### src/rtl/driver_seq_pkg.sv
// Shared definitions for the pattern-driver program sequencer.
// Holds the sequencer state encodings, default bus widths and the
// width of the consecutive-address count field.
package driver_seq_pkg;

    localparam int ADDR_W_DEF = 32;
    localparam int LVL_W_DEF  = 16;
    localparam int CNT_W_DEF  = 16;
    localparam int CONSEC_W   = 8;

    // Encodings are visible to software through seq_state; keep them fixed.
    typedef enum logic [2:0] {
        ST_IDLE  = 3'd0,
        ST_PRIME = 3'd1,
        ST_RUN   = 3'd2,
        ST_DRAIN = 3'd3,
        ST_DONE  = 3'd4
    } seq_state_t;

endpackage

### src/rtl/driver_seq_burst.sv
// Consecutive-address expander: holds the current base word, the running
// offset and the count of addresses still to issue for that base.
// Ports: clk/rst; clear drops any burst in progress; load captures a new
// base and burst length (the base itself is issued by the caller, so
// len-1 extra addresses remain); advance steps to the next offset.
// addr = base + offset (wraps modulo 2^ADDR_W); last = nothing remains.
module driver_seq_burst
    import driver_seq_pkg::*;
#(
    parameter int ADDR_W = ADDR_W_DEF
) (
    input  logic              clk,
    input  logic              rst,
    input  logic              clear,
    input  logic              load,
    input  logic              advance,
    input  logic [ADDR_W-1:0] base,
    input  logic [CONSEC_W:0] len,
    output logic [ADDR_W-1:0] addr,
    output logic              last
);

    logic [ADDR_W-1:0]   base_q;
    logic [CONSEC_W-1:0] offset_q;
    logic [CONSEC_W:0]   remaining_q;

    always_ff @(posedge clk or posedge rst) begin
        if (rst) begin
            base_q      <= '0;
            offset_q    <= '0;
            remaining_q <= '0;
        end else if (clear) begin
            offset_q    <= '0;
            remaining_q <= '0;
        end else if (load) begin
            base_q      <= base;
            offset_q    <= CONSEC_W'(1);
            remaining_q <= len - 1'b1;
        end else if (advance && remaining_q != '0) begin
            offset_q    <= offset_q + 1'b1;
            remaining_q <= remaining_q - 1'b1;
        end
    end

    assign addr = base_q + ADDR_W'(offset_q);
    assign last = (remaining_q == '0);

endmodule

### src/rtl/driver_prog_seq.sv
// Program sequencer: pops base addresses from the address FIFO, optionally
// expands each into consecutive addresses, and issues them to the vector
// fetch engine over valid/ready. Reports state, counts and pulses for status.
// Ports: run/end/abort/freeze controls and thresholds from the register
// block; FIFO levels/flags/head; addr_fifo_rd pop; vec_addr valid/ready
// issue channel; seq_* status, addr_starved, issued_cnt.
// Optional feature macro: DRIVER_SEQ_CONSEC_EN enables consecutive expansion.
module driver_prog_seq
    import driver_seq_pkg::*;
#(
    parameter int ADDR_W = ADDR_W_DEF,
    parameter int LVL_W  = LVL_W_DEF,
    parameter int CNT_W  = CNT_W_DEF
) (
    input  logic                clk,
    input  logic                reset,
    input  logic                run_program,
    input  logic                end_program,
    input  logic                abort_program,
    input  logic                freeze_addr_fifo,
    input  logic                freeze_vector_fifo,
    input  logic                send_consec_addr,
    input  logic [CONSEC_W-1:0] consec_count,
    input  logic [LVL_W-1:0]    addr_fifo_threshold,
    input  logic [LVL_W-1:0]    vector_fifo_threshold,
    input  logic [LVL_W-1:0]    words_in_addr_fifo,
    input  logic [LVL_W-1:0]    words_in_vctr_fifo,
    input  logic                addr_fifo_empty,
    input  logic                vector_fifo_full,
    input  logic [ADDR_W-1:0]   addr_fifo_dout,
    output logic                addr_fifo_rd,
    output logic [ADDR_W-1:0]   vec_addr,
    output logic                vec_addr_valid,
    input  logic                vec_addr_ready,
    output logic [2:0]          seq_state,
    output logic                seq_busy,
    output logic                seq_done,
    output logic                seq_aborted,
    output logic                addr_starved,
    output logic [CNT_W-1:0]    issued_cnt
);

    seq_state_t        state_q, state_d;
    logic              run_q, run_armed, run_rise;
    logic [ADDR_W-1:0] vec_addr_q;
    logic              vld_q;
    logic [CNT_W-1:0]  cnt_q;
    logic              starved_q, aborted_q;
    logic              abort_now, in_run, slot_free, issue_ok;
    logic              pop, burst_issue, burst_rem, start_prime;

    // run_armed only rises once run_program has been seen low, so a run
    // request held high across reset is not mistaken for a new edge.
    assign run_rise    = run_program && !run_q && run_armed;
    assign abort_now   = abort_program && (state_q != ST_IDLE);
    assign in_run      = (state_q == ST_RUN) && !abort_now;
    assign slot_free   = !vld_q || vec_addr_ready;
    assign issue_ok    = !freeze_vector_fifo && !vector_fifo_full &&
                         (words_in_vctr_fifo < vector_fifo_threshold);
    // Remaining burst addresses take priority over popping a new base.
    assign burst_issue = in_run && slot_free && issue_ok && burst_rem;
    assign pop         = in_run && slot_free && issue_ok && !burst_rem &&
                         !freeze_addr_fifo && !addr_fifo_empty;
    assign start_prime = (state_q == ST_IDLE) && (state_d == ST_PRIME);

`ifdef DRIVER_SEQ_CONSEC_EN
    logic [ADDR_W-1:0] burst_addr;
    logic              burst_last;
    logic [CONSEC_W:0] burst_len;

    assign burst_len = send_consec_addr ? ({1'b0, consec_count} + 1'b1)
                                        : (CONSEC_W+1)'(1);
    assign burst_rem = !burst_last;

    driver_seq_burst #(.ADDR_W(ADDR_W)) u_burst (
        .clk     (clk),
        .rst     (reset),
        .clear   (abort_now),
        .load    (pop),
        .advance (burst_issue),
        .base    (addr_fifo_dout),
        .len     (burst_len),
        .addr    (burst_addr),
        .last    (burst_last)
    );
`else
    logic unused_consec;
    assign unused_consec = ^{send_consec_addr, consec_count};
    assign burst_rem     = 1'b0;
`endif

    // State register
    always_ff @(posedge clk or posedge reset) begin
        if (reset) state_q <= ST_IDLE;
        else       state_q <= state_d;
    end

    // Next-state logic
    always_comb begin
        state_d = state_q;
        case (state_q)
            ST_IDLE:  if (run_rise) state_d = ST_PRIME;
            ST_PRIME: if (words_in_addr_fifo >= addr_fifo_threshold || end_program)
                          state_d = ST_RUN;
            ST_RUN:   if (end_program && addr_fifo_empty && !burst_rem)
                          state_d = ST_DRAIN;
            ST_DRAIN: if (!vld_q || vec_addr_ready) state_d = ST_DONE;
            ST_DONE:  state_d = ST_IDLE;
            default:  state_d = ST_IDLE;
        endcase
        if (abort_now) state_d = ST_IDLE;
    end

    // Output logic
    always_comb begin
        addr_fifo_rd = pop;
        seq_state    = state_q;
        seq_busy     = (state_q != ST_IDLE);
        seq_done     = (state_q == ST_DONE);
    end

    // Issue register, counters and status flags
    always_ff @(posedge clk or posedge reset) begin
        if (reset) begin
            run_q      <= 1'b0;
            run_armed  <= 1'b0;
            vec_addr_q <= '0;
            vld_q      <= 1'b0;
            cnt_q      <= '0;
            starved_q  <= 1'b0;
            aborted_q  <= 1'b0;
        end else begin
            run_q     <= run_program;
            run_armed <= run_armed || !run_program;
            aborted_q <= abort_now;

            if (abort_now) begin
                vld_q <= 1'b0;
            end else if (pop) begin
                vec_addr_q <= addr_fifo_dout;
                vld_q      <= 1'b1;
`ifdef DRIVER_SEQ_CONSEC_EN
            end else if (burst_issue) begin
                vec_addr_q <= burst_addr;
                vld_q      <= 1'b1;
`endif
            end else if (vec_addr_ready) begin
                vld_q <= 1'b0;
            end

            if (start_prime)
                cnt_q <= '0;
            else if (vld_q && vec_addr_ready && cnt_q != '1)
                cnt_q <= cnt_q + 1'b1;

            if (start_prime)
                starved_q <= 1'b0;
            else if (in_run && addr_fifo_empty && !end_program)
                starved_q <= 1'b1;
        end
    end

    assign vec_addr       = vec_addr_q;
    assign vec_addr_valid = vld_q;
    assign issued_cnt     = cnt_q;
    assign addr_starved   = starved_q;
    assign seq_aborted    = aborted_q;

endmodule

### config.mk
export PLATFORM = sky130hd
export DESIGN_NAME = driver_prog_seq
export DESIGN_NICKNAME = d
export VERILOG_FILES = /design/src/rtl/driver_seq_pkg.sv /design/src/rtl/driver_seq_burst.sv /design/src/rtl/driver_prog_seq.sv
export SDC_FILE = /design/constraint.sdc
export NUM_CORES = 1
export LEC_CHECK = 0
export BUFFER_PORTS_ARGS = -buffer_cell sky130_fd_sc_hd__buf_2
export CORE_ASPECT_RATIO = 1.25
export CORE_MARGIN = 2
export CORE_UTILIZATION = 41
export DETAILED_ROUTE_END_ITERATION = 12
export PLACE_DENSITY = 0.77
export SYNTH_ARGS = -nofsm -noshare
export SYNTH_HDL_FRONTEND = slang
export SYNTH_HIERARCHICAL = 1
export SYNTH_SLANG_ARGS = --single-unit
### constraint.sdc
create_clock -name clk -period 2.6 [get_ports clk]
set_clock_uncertainty 0.15 [all_clocks]
set_input_delay 0.52 -clock clk [delete_from_list [all_inputs] [get_ports clk]]
set_output_delay 0.52 -clock clk [all_outputs]
set_load 0.01 [all_outputs]
### Yosys cells after proc, flatten, opt, wreduce, memory -nomap -nowiden

Index checks and enable logic that the tools add are counted.

* bitwise operators: 1
* add/subtract/negate cells: 1
* eq/ne operators: 6
* mux-type cells: 13
* magnitude comparators: 2
* reduce and logical (&&, ||, !) cells: 34

Operator list (number)
* 16-bit two-way mux: 2
* 16-bit by 1-bit adder with 16-bit output, second input constant: 1
* 16-bit greater-or-equal comparator: 1
* 1-bit logical AND: 16
* 16-bit less-than comparator: 1
* 16-bit inequality test, second input constant: 1
* 3-bit two-way mux: 5
* 3-bit case mux with 4 select lines: 1
* 1-bit logical NOT: 9
* 3-bit by 1-bit == test with 1-bit output, second input constant: 2
* 3-bit by 2-bit == test with 1-bit output, second input constant: 2
* 3-bit nonzero test: 2
* 1-bit two-way mux: 5
* 2-bit nonzero test: 2
* 3-bit == test, second input constant: 1
* 3-bit logical NOT: 1
* 1-bit logical OR: 3
* 2-bit AND reduction: 1
* 1-bit inverter: 1

* logic and storage cells: 65
* flip-flop bits (word level): 56

### Depth between registers and ports, before layout

Gate-level depths: netlist of run 1.

* depth in word-level cells: 10
* depth in mapped cells: 8
* mapped depth without buffers: 7

### Worst setup path before layout of run 1

No wires, ideal clock.

* path type: input to output
* start: in vector_fifo_threshold[10]
* end: out addr_fifo_rd
* arrival time: 2025 ps
* path slack: -95 ps
* stages: 7
* cells stage by stage: inv_1 ha_1 a21oi_1 nand2_1 a211o_1 a221oi_4 buf_6

* word-level cells in the longest chain between the ends: 5

RTL lines
* from (decl): line driver_prog_seq.sv:25 `input logic [LVL_W-1:0] vector_fifo_threshold,`
* 16-bit less-than comparator: line driver_prog_seq.sv:59 `(words_in_vctr_fifo < vector_fifo_threshold);`
* 1-bit logical AND: line driver_prog_seq.sv:58 `assign issue_ok = !freeze_vector_fifo && !vector_fifo_full &&`
* 1-bit logical AND (2 in a row): line driver_prog_seq.sv:62 `assign pop = in_run && slot_free && issue_ok && !burst_rem &&`
* 1-bit logical AND: line driver_prog_seq.sv:63 `!freeze_addr_fifo && !addr_fifo_empty;`
* to (decl): line driver_prog_seq.sv:31 `output logic addr_fifo_rd,`

No other way between the ends.

### Worst setup path in the final report of run 1

Same ends and word-level chain as after synthesis.

==> impl_results.md, run 1 <==
- Reg power frac: 48.7%
- Clk_lat worst skew: 0.31 ns
- Met2 WL: approximately 4000 um
- Cts hold-fix bufs: 0
- Post-Syn Nets: 445
- Worst Hold Class: in2async
- Async SR Flop Fraction: 100.0%
- Final setup fails: 0
- Tcrit/Tclk final: 99.10%
- Top cells by area, synth: dfrtp_1, mux2_4, ha_1
- Worst Setup Path Type: in2out
- Routability cong.: 0.8515
- Final hold vios: 0
- Worst path cell trace: buf_6 > inv_2 > ha_4 > a21oi_2 > nand2_1 > a211o_1 > a221oi_4 > buf_12 > buf_6
- Clock Path Buffers: 2
- Die H: 104.0 um
- Crit path required time: 1.93 ns
- Pwr Density: 421.7 mW/mm2
- Startpoint types: input port
- Reg clk slew, reported paths: 0.10 ns
- Synth Register Bits: 56
- FF-to-FF path depth: 8
- Core area: 0.007792 mm2
- Relative slew slack: approximately three fifths
- First-pass GRT wire length: 12590 um
- Crit. End Element: output pin
- Internal power: 1440 uW
- Reg2Reg Setup Slack: 0.19 ns
- Share of cells above drive strength 1: 49.79%
- HPWL after detailed placement: 6188 um
- RR Startpoint: seq_state[2]$_DFF_PP0_
- Area leader, netlist: dfrtp_1
- Start point of the critical path: vector_fifo_threshold[10]
- Vias in the first global route: 2887
- Initial antenna violation count: 0
- Least-Margin Pin Slew: 0.5765 ns
- TritonCTS Buffers: 5
- Status: finished clean
- Crit-path max FO: 3
- Routed via count: 2848
- Max_cap viols: 0
- Peak supply drop: 0.0002993 V
- M1 WL: 3200 um
- 1st-iter DRT viols: 43
- Initial core utilization: between 40% and 50%
- Vias/cell: approximately 5.0
- Seq/Total Area, Yosys: a little over two fifths
- # diodes: 0
- Sw Share: 25.09%
- Die span in x: 83.99 um
- Comb pwr share: roughly a fifth
- CP max stage delay: 0.32 ns
- Root Driver: clkbuf_8
- Uppermost layer routed: met4
- H-tree lvl count: 2
- Placed cell areas: between 0.004 and 0.005 mm2
- Ys flop type: dfrtp_1
- Buffers on Ports: 162
- I/O pins: 172
- Net Sw Power: 482.2 uW
- RSZ-0062 raised after global routing: true
- Clock power share: ~31%
- Fillers: 670
- Post-layout min period: around 2.6 ns
- Slew Viols, Final: 0
- FF-to-FF End: vec_addr[8]$_DFFE_PP0P_
- Clk sinks: 56
- 1st-pass router iterations: 4
- Post-synth top area share: 42.73%
- Syn. warnings: 6
- Fmax: 0.3881 GHz
- Leakage power: about 0.0026 uW
- Final Cell Area: 0.004557 mm2
- Largest net degree at the start of global routing: 57
- Final #Nets: 624
- Unique cell type count in the Yosys netlist: 43
- Wire per inst: 13.54 um
- Residual DRC count: 0
- Routed wl met3: 314 um
- Die footprint: 0.008734 mm2
- Post-synth EDFFs: 0
- Slowest-stage cell, CP: a211o_1
- GRT Overall Usage: around 17%
- Wirelength, routed: 7757 um
- Post-Syn Area: between 0.003 and 0.004 mm2
- Worst path most repeated cell: buf_6
- Rows: 36
- CTS tree: built
- Synthesized instance count: 298
- Antenna-violating nets left: 0
- Area Growth Syn to Fin: 38.95%
- Syn Area/Cell: 11.00 um2
- CP Data Arrival Time: roughly 1.9 ns
- Pwr Total: 1922 uW
- GRT overflow: 0
==> cell families (layout without fill, tap and decap cells) <==
logic type | after synthesis | after routing | share of synthesized area, %
xor+xnor | 13 | 13 | 3.472
compound gates | 36 | 36 | 7.936
flops | 56 | 56 | 42.73
fa+ha+maj | 32 | 32 | 12.21
mux | 32 | 32 | 14.19
buf+inv | 42 | 222 | 5.494
simple gates | 87 | 87 | 13.96
==> state kept, by name, indices dropped and copies added, names as in the netlist <==
register        flops
issued_cnt         16
vec_addr           32
addr_starved        1
vec_addr_valid      1
seq_state           3
run_armed           1
seq_aborted         1
run_q               1
==> area by class of cell <==
cell class	count	area (um2)	area share, %
Clock buffer	6	82.58	1.812
Clock inverter	2	38.79	0.8512
Inverter	37	138.9	3.048
Multi-Input combinational cell	200	1809	39.70
Sequential cell	56	1401	30.75
Tap cell	95	118.9	2.608
Timing Repair Buffer	177	967.2	21.22
==> critical path: cells and delay by family <==
| kind | cells | cell delay, ns |
|---|---|---|
| adder cells (fa/ha/maj) | 1 | 0.19 |
| AND/OR/NAND/NOR | 1 | 0.07 |
| AO/OA/AOI/OAI | 3 | 0.74 |
| buffers and inverters | 4 | 0.38 |
==> per-layer routing <==
layer  up-vias  GRT usage (%)
met2        96          32.23
li1       1400              -
met1      1341          20.30
met4         0          6.567
met5         -              0
met3        11          2.143
==> cell usage in the layout (no fill, tap or decap), types with 7 or more instances in the layout <==
cell / count
nor2_1: 24
inv_1: 34
buf_2: 159
mux2_4: 28
dfrtp_1: 56
buf_4: 13
nand3_1: 12
ha_1: 27
nand4_1: 7
xor2_1: 9
nand2_1: 12
==> worst max path at each step <==
stage	to	slack [ns]	cells after the start
2_1_floorplan	addr_fifo_rd	0.003	7
3_3_place_gp	addr_fifo_rd	-0.08	8
3_5_place_dp	vec_addr[10]$_DFFE_PP0P_	-0.12	10
4_1_cts	addr_fifo_rd	-0.02	6
5_1_grt	addr_fifo_rd	-0.03	6
6_report	addr_fifo_rd	0.02	9
==> per-stage QoR <==
step	hold slack [ns]	setup TNS, ns	util, %	worst slack (ns)	instances
floorplan	0.2850	0	-	0.003085	298
global placement	0.2996	-1.466	55.31	-0.08271	564
detailed placement	0.3170	-2.171	55.31	-0.1207	564
CTS	0.1138	-0.01980	57.82	-0.01980	573
global route	0.1289	-0.02548	58.48	-0.02548	573
finish	0.1063	0	58.48	0.02345	573
==> timing repair <==
item,in CTS,in global routing
gates cloned,0,0
setup endpoints to repair,1,1
buffers inserted,1,0
pin swaps,7,7
gates resized for setup,11,9
endpoints found under the hold margin,0,0
==> power by group through the flow <==
| stage | combinational [uW] | clock (uW) | sequential (uW) |
|---|---|---|---|
| floorplan | 176 | 0 | 973 |
| CTS | 391 | 609 | 935 |
| finish | 397 | 590 | 935 |
| global route | 443 | 648 | 942 |
| global placement | 369 | 0 | 950 |
| detailed placement | 378 | 0 | 952 |
==> Yosys cell counts (2+ instances only) <==
master,number
dfrtp_1,56
inv_1,37
ha_1,32
mux2_4,28
nor2_1,24
nand2_1,12
nand3_1,12
a21oi_1,9
xor2_1,9
nand4_1,7
nor3_1,7
and3_1,5
nand2b_1,5
o21ai_0,5
a21o_1,4
mux2_2,4
xnor2_1,4
a211oi_1,3
and4_1,3
buf_6,3
a211o_1,2
a31oi_1,2
clkbuf_1,2
nor3b_1,2
o2111ai_1,2
o21a_1,2
No activity file was read; power rests on OpenSTA's default activity.
==> run 2, diff against run 1 <==
--- a/config.mk
+++ b/config.mk
@@ -6,11 +6,12 @@
 export NUM_CORES = 1
 export LEC_CHECK = 0
 export BUFFER_PORTS_ARGS = -buffer_cell sky130_fd_sc_hd__buf_2
-export CORE_ASPECT_RATIO = 1.25
+export CORE_ASPECT_RATIO = 0.6
 export CORE_MARGIN = 2
-export CORE_UTILIZATION = 41
+export CORE_UTILIZATION = 42
+export CTS_BUF_LIST = sky130_fd_sc_hd__clkbuf_4 sky130_fd_sc_hd__clkbuf_8
 export DETAILED_ROUTE_END_ITERATION = 12
-export PLACE_DENSITY = 0.77
+export PLACE_DENSITY = 0.78
 export SYNTH_ARGS = -nofsm -noshare
 export SYNTH_HDL_FRONTEND = slang
 export SYNTH_HIERARCHICAL = 1
==> impl_results.md, run 2 (synthesis results as in run 1) <==
- Status: finished clean
- Startpoint types: input port
- CP Data Arrival Time: 1.90 ns
- Routed via count: 2852
- Most common cell after layout, fill and taps aside: buf_2
- Setup ws final: 0.02723 ns
- Worst Setup Path Type: in2out
- Uppermost layer routed: met4
- Buffers on Ports: approximately 160
- Worst Hold Class: in2reg
- Wire per inst: 14.05 um
- HPWL after detailed placement: about 6500 um
- Vias in the first global route: 2876
- FF-to-FF End: vec_addr[10]$_DFFE_PP0P_
- GRT overflow: 0
- I/O pins: 172
- Dpl cells: 569
- Clock Path Buffers: 2
- M1 WL: between 3000 and 4000 um
- Clk sinks: 56
- Max_cap viols: 0
- Core area: 0.007417 mm2
- Antenna-violating nets left: 0
- Post-layout min period: about 2.6 ns
- Initial antenna violation count: 0
- First-pass GRT wire length: 13500 um
- Vias/cell: 4.917
- Final #Nets: 622
- CTS tree: built
- Peak supply drop: approximately 0.0002 V
- # diodes: 0
- Area Growth Syn to Fin: 37.47%
- H-tree lvl count: 2
- Reg2Reg Setup Slack: 0.19 ns
- Routed wl met3: 600 um
- Reg clk slew, reported paths: approximately 0.090 ns
- Crit-path max FO: 3
- Final hold vios: 0
- Fin cells: 580
- Rows: 24
- 1st-pass router iterations: 5
- Largest net degree at the start of global routing: 56
- Crit. End Element: output pin
- Crit path required time: 1.93 ns
- Worst Setup EP: addr_fifo_rd
- Placed cell areas: 0.004317 mm2
- FF-to-FF path depth: 8
- Final Core Density: 60.78%
- RR Startpoint: seq_state[2]$_DFF_PP0_
- Max reg flops: 32
- Start point of the critical path: words_in_vctr_fifo[10]
- Residual DRC count: 0
- Die footprint: 0.008554 mm2
- Final setup fails: 0
- Relative slew slack: 60.30%
- RSZ-0062 raised after global routing: true
- Pwr Density: between 400 and 500 mW/mm2
- Hold Slack: 0.2068 ns
- Met2 WL: 3683 um
- Tcrit/Tclk final: 98.95%
- Die span in x: 118.1 um
- Share of cells above drive strength 1: 48.53%
- Die H: roughly 72 um
- Wirelength, routed: 8148 um
- Least-Margin Pin Slew: 0.5910 ns
- Final Cell Area: between 0.004 and 0.005 mm2
- 1st-iter DRT viols: 83
- Root Driver: clkbuf_8
- Leakage power: 0.002575 uW
- Routability cong.: 0.8507
- TritonCTS Buffers: 5
- Initial core utilization: around 44%
- Fmax: between 0.3 and 0.4 GHz
- GRT Overall Usage: roughly 20%
- Clk_lat worst skew: around 0.30 ns
- Most frequent cells in the layout: buf_2, dfrtp_1, inv_1
- Slew Viols, Final: 0
- DP Worst Slack: -0.07336 ns
## run 2: changes by cell type in the layout (fill, tap and decap cells not counted), sizes merged
cell / delta
buf: -3
bufinv: -1
clkbuf: +1
clkinv: -1
clkinvlp: +1
dlygate4sd3: +1
## run 2: critical path: stages
cell and delay (ns):
buf_2 0.12, ha_4 0.24, a21oi_2 0.12, nand2_1 0.07, a211o_1 0.28, a221oi_4 0.30, buf_12 0.15, buf_6 0.10
## run 2: what timing repair did
action,in CTS,in global routing
setup buffers,1,1
pin swaps,4,5
resized for setup,10,4
endpoints found under the hold margin,1,0
endpoints found under the setup margin,1,1
hold buffers,1,0
## run 2: cell type report
type,count,area [um2]
Timing Repair Buffer,175,967.2
Tap cell,104,130.1
Sequential cell,56,1401
Clock inverter,1,7.507
Clock buffer,7,90.09
Multi-Input combinational cell,200,1773
Fill cell,630,2909
Inverter,37,138.9
## run 2: how the worst min path moves through the flow
stage / start / end / slack (ns) / cells after the start
3_3_place_gp: reset / addr_starved$_DFFE_PP0P_ / 0.25 / 2
6_report: run_program / run_q$_DFF_PP0_ / 0.21 / 1
2_1_floorplan: run_armed$_DFF_PP0_ / run_armed$_DFF_PP0_ / 0.29 / 1
3_5_place_dp: reset / addr_starved$_DFFE_PP0P_ / 0.25 / 2
5_1_grt: run_program / run_q$_DFF_PP0_ / 0.19 / 1
4_1_cts: run_program / run_q$_DFF_PP0_ / 0.19 / 1
## run 2: metal layers
metal	vias up	GRT usage [%]
met5	-	0
met4	0	4.284
met3	11	4.403
met2	125	32.95
met1	1318	26.70
li1	1398	-
## run 2: power breakdown
part	total, uW	internal [uW]	switching (uW)
sequential	938	911	27.0
combinational	393	209	185
clock	492	227	264
total	1820	1350	476
## run 2: per-stage QoR
stage	total power [uW]	TNS, ns
after floorplan	1148	0
final	1823	0
after CTS	1844	0
after global routing	1932	-0.04880
after detailed placement	1334	-1.148
after global placement	1316	-0.8892
==> run 3, diff against run 2 <==
--- a/config.mk
+++ b/config.mk
@@ -7,7 +7,7 @@
 export LEC_CHECK = 0
 export BUFFER_PORTS_ARGS = -buffer_cell sky130_fd_sc_hd__buf_2
 export CORE_ASPECT_RATIO = 0.6
-export CORE_MARGIN = 2
+export CORE_MARGIN = 3
 export CORE_UTILIZATION = 42
 export CTS_BUF_LIST = sky130_fd_sc_hd__clkbuf_4 sky130_fd_sc_hd__clkbuf_8
 export DETAILED_ROUTE_END_ITERATION = 12
==> impl_results.md, run 3 (synthesis results as in run 1) <==
- 1st-iter DRT viols: 69
- Peak supply drop: roughly 0.00027 V
- Die H: approximately 74 um
- Max reg flops: 32
- Pwr Total: between 1500 and 2000 uW
- Most common cell after layout, fill and taps aside: buf_2
- Slew Viols, Final: 0
- Reg clk slew, reported paths: 0.09 ns
- Buffers on Ports: 162
- Worst Setup Path Type: in2out
- Net Sw Power: 481.7 uW
- Least-Margin Pin Slew: approximately 0.63 ns
- Sw Share: approximately a quarter
- TritonCTS Buffers: 5
- Largest net degree at the start of global routing: 32
- Final hold vios: 0
- Status: finished clean
- Final #Nets: 623
- CP max stage delay: 0.38 ns
- Initial core utilization: about 44%
- Worst path most repeated cell: buf_2
- HPWL after detailed placement: 6768 um
- Busiest grt layer: met2
- Core area: 0.007417 mm2
- Clk sinks: 56
- Comb pwr share: 21.7%
- I/O pins: around 170
- # diodes: 0
- Tcrit/Tclk final: 99.65%
- H-tree lvl count: 2
- Wire per inst: 14.61 um
- Crit. End Element: output pin
- CP Data Arrival Time: 1.92 ns
- Residual DRC count: 0
- Root Driver: clkbuf_8
- Max_cap viols: 0
- Vias in the first global route: roughly 2800
- Internal power: ~1400 uW
- Area of the multi-input gates: 0.001773 mm2
- GRT Overall Usage: 18.86%
- Fmax: 0.3860 GHz
- Rows: 24
- Vias/cell: 4.910
- Die span in x: 120.1 um
- Crit-path max FO: 2
- Initial antenna violation count: 0
- Final Core Density: around three fifths
- Crit path required time: 1.93 ns
- Leakage power: between 0.002 and 0.003 uW
- Reg power frac: 51.0%
- Fillers: 653
- GRT overflow: 0
- First-pass GRT wire length: roughly 14000 um
- RSZ-0062 raised after global routing: true
- Final setup fails: 0
- Area Growth Syn to Fin: 36.40%
- Grt met3 use: between 5 and 6%
- DP Worst Slack: -0.2182 ns
- Worst Hold Class: in2async
- Wirelength, routed: between 8000 and 9000 um
- Post-layout min period: between 2 and 3 ns
- Most frequent cells in the layout: buf_2, dfrtp_1, inv_1
- Clock Path Buffers: 2
- Routability cong.: 0.8732
- Pwr Density: 409.5 mW/mm2
- Setup ws final: 0.009062 ns
- M1 GR Usage: about a quarter
- Share of cells above drive strength 1: 48.85%
- Slowest-stage cell, CP: a221oi_4
- Placed cell areas: 0.004289 mm2
- 1st-pass router iterations: 4
- Startpoint types: input port
- Clock power share: 27.2%
- Antenna-violating nets left: 0
- Worst path cell trace: buf_2 > ha_1 > nand4_1 > nor2_1 > a211o_1 > a221oi_4 > buf_2
- Relative slew slack: 57.66%
- Routed via count: ~2900
- Final Cell Area: 0.004473 mm2
- Register area: 0.001401 mm2
- Die footprint: 0.008939 mm2
- CTS tree: built
- Clk_lat worst skew: 0.30 ns
- Grt met2 use: between 30% and 40%
==> run 3: area by class of cell <==
class | instances | share of cell area [%]
clock buffer | 7 | 2.014
clock inverter | 1 | 0.1678
inverter | 37 | 3.105
multi-input combinational | 200 | 39.64
sequential | 56 | 31.33
tap | 104 | 2.909
timing repair buffer | 176 | 20.84
==> run 3: power by group through the flow <==
| stage | logic (uW) | clock network (uW) | registers [uW] |
|---|---|---|---|
| floorplan | 176 | 0 | 973 |
| global placement | 369 | 0 | 948 |
| detailed placement | 385 | 0 | 950 |
| CTS | 399 | 519 | 935 |
| global route | 449 | 550 | 941 |
| finish | 398 | 499 | 935 |
==> run 3: through the flow <==
| step | instances | hold slack (ns) | setup TNS, ns |
|---|---|---|---|
| after floorplan | 298 | 0.2850 | 0 |
| after global placement | 572 | 0.2996 | -4.855 |
| after detailed placement | 572 | 0.3028 | -6.014 |
| after CTS | 581 | 0.1513 | 0 |
| after global routing | 581 | 0.1859 | -0.06097 |
| final | 581 | 0.1398 | 0 |
==> run 3: final timing paths <==
path	from	cells after the start	endpoint	slack, ns
max	words_in_vctr_fifo[8]	7	addr_fifo_rd	0.009
min	reset	2	vec_addr[31]$_DFFE_PP0P_	0.14
max reg2reg	seq_state[2]$_DFF_PP0_	7	vec_addr[11]$_DFFE_PP0P_	0.11
min reg2reg	run_armed$_DFF_PP0_	1	run_armed$_DFF_PP0_	0.32
max in group asynchronous	reset	3	vec_addr[13]$_DFFE_PP0P_	1.46
min in group clk	run_program	1	run_q$_DFF_PP0_	0.20
==> run 3: per-layer routing <==
metal	up-vias	wire length [um]
met2	113	3920
met4	0	28
met1	1335	3814
met5	-	0
li1	1400	-
met3	5	724
==> run 3: what timing repair did <==
| action | 4_1_cts | 5_1_grt |
|---|---|---|
| resized for setup | 10 | 5 |
| pin swaps | 11 | 1 |
| cloned | 0 | 0 |
| buffers inserted | 1 | 0 |
| hold buffers | 0 | 0 |
| setup endpoints to repair | 1 | 4 |
==> run 3: critical path, delay by kind of cell <==
| family | cells | cell delay (ns) |
|---|---|---|
| simple gates | 2 | 0.17 |
| compound gates | 2 | 0.64 |
| buf+inv | 2 | 0.30 |
| fa+ha+maj | 1 | 0.28 |
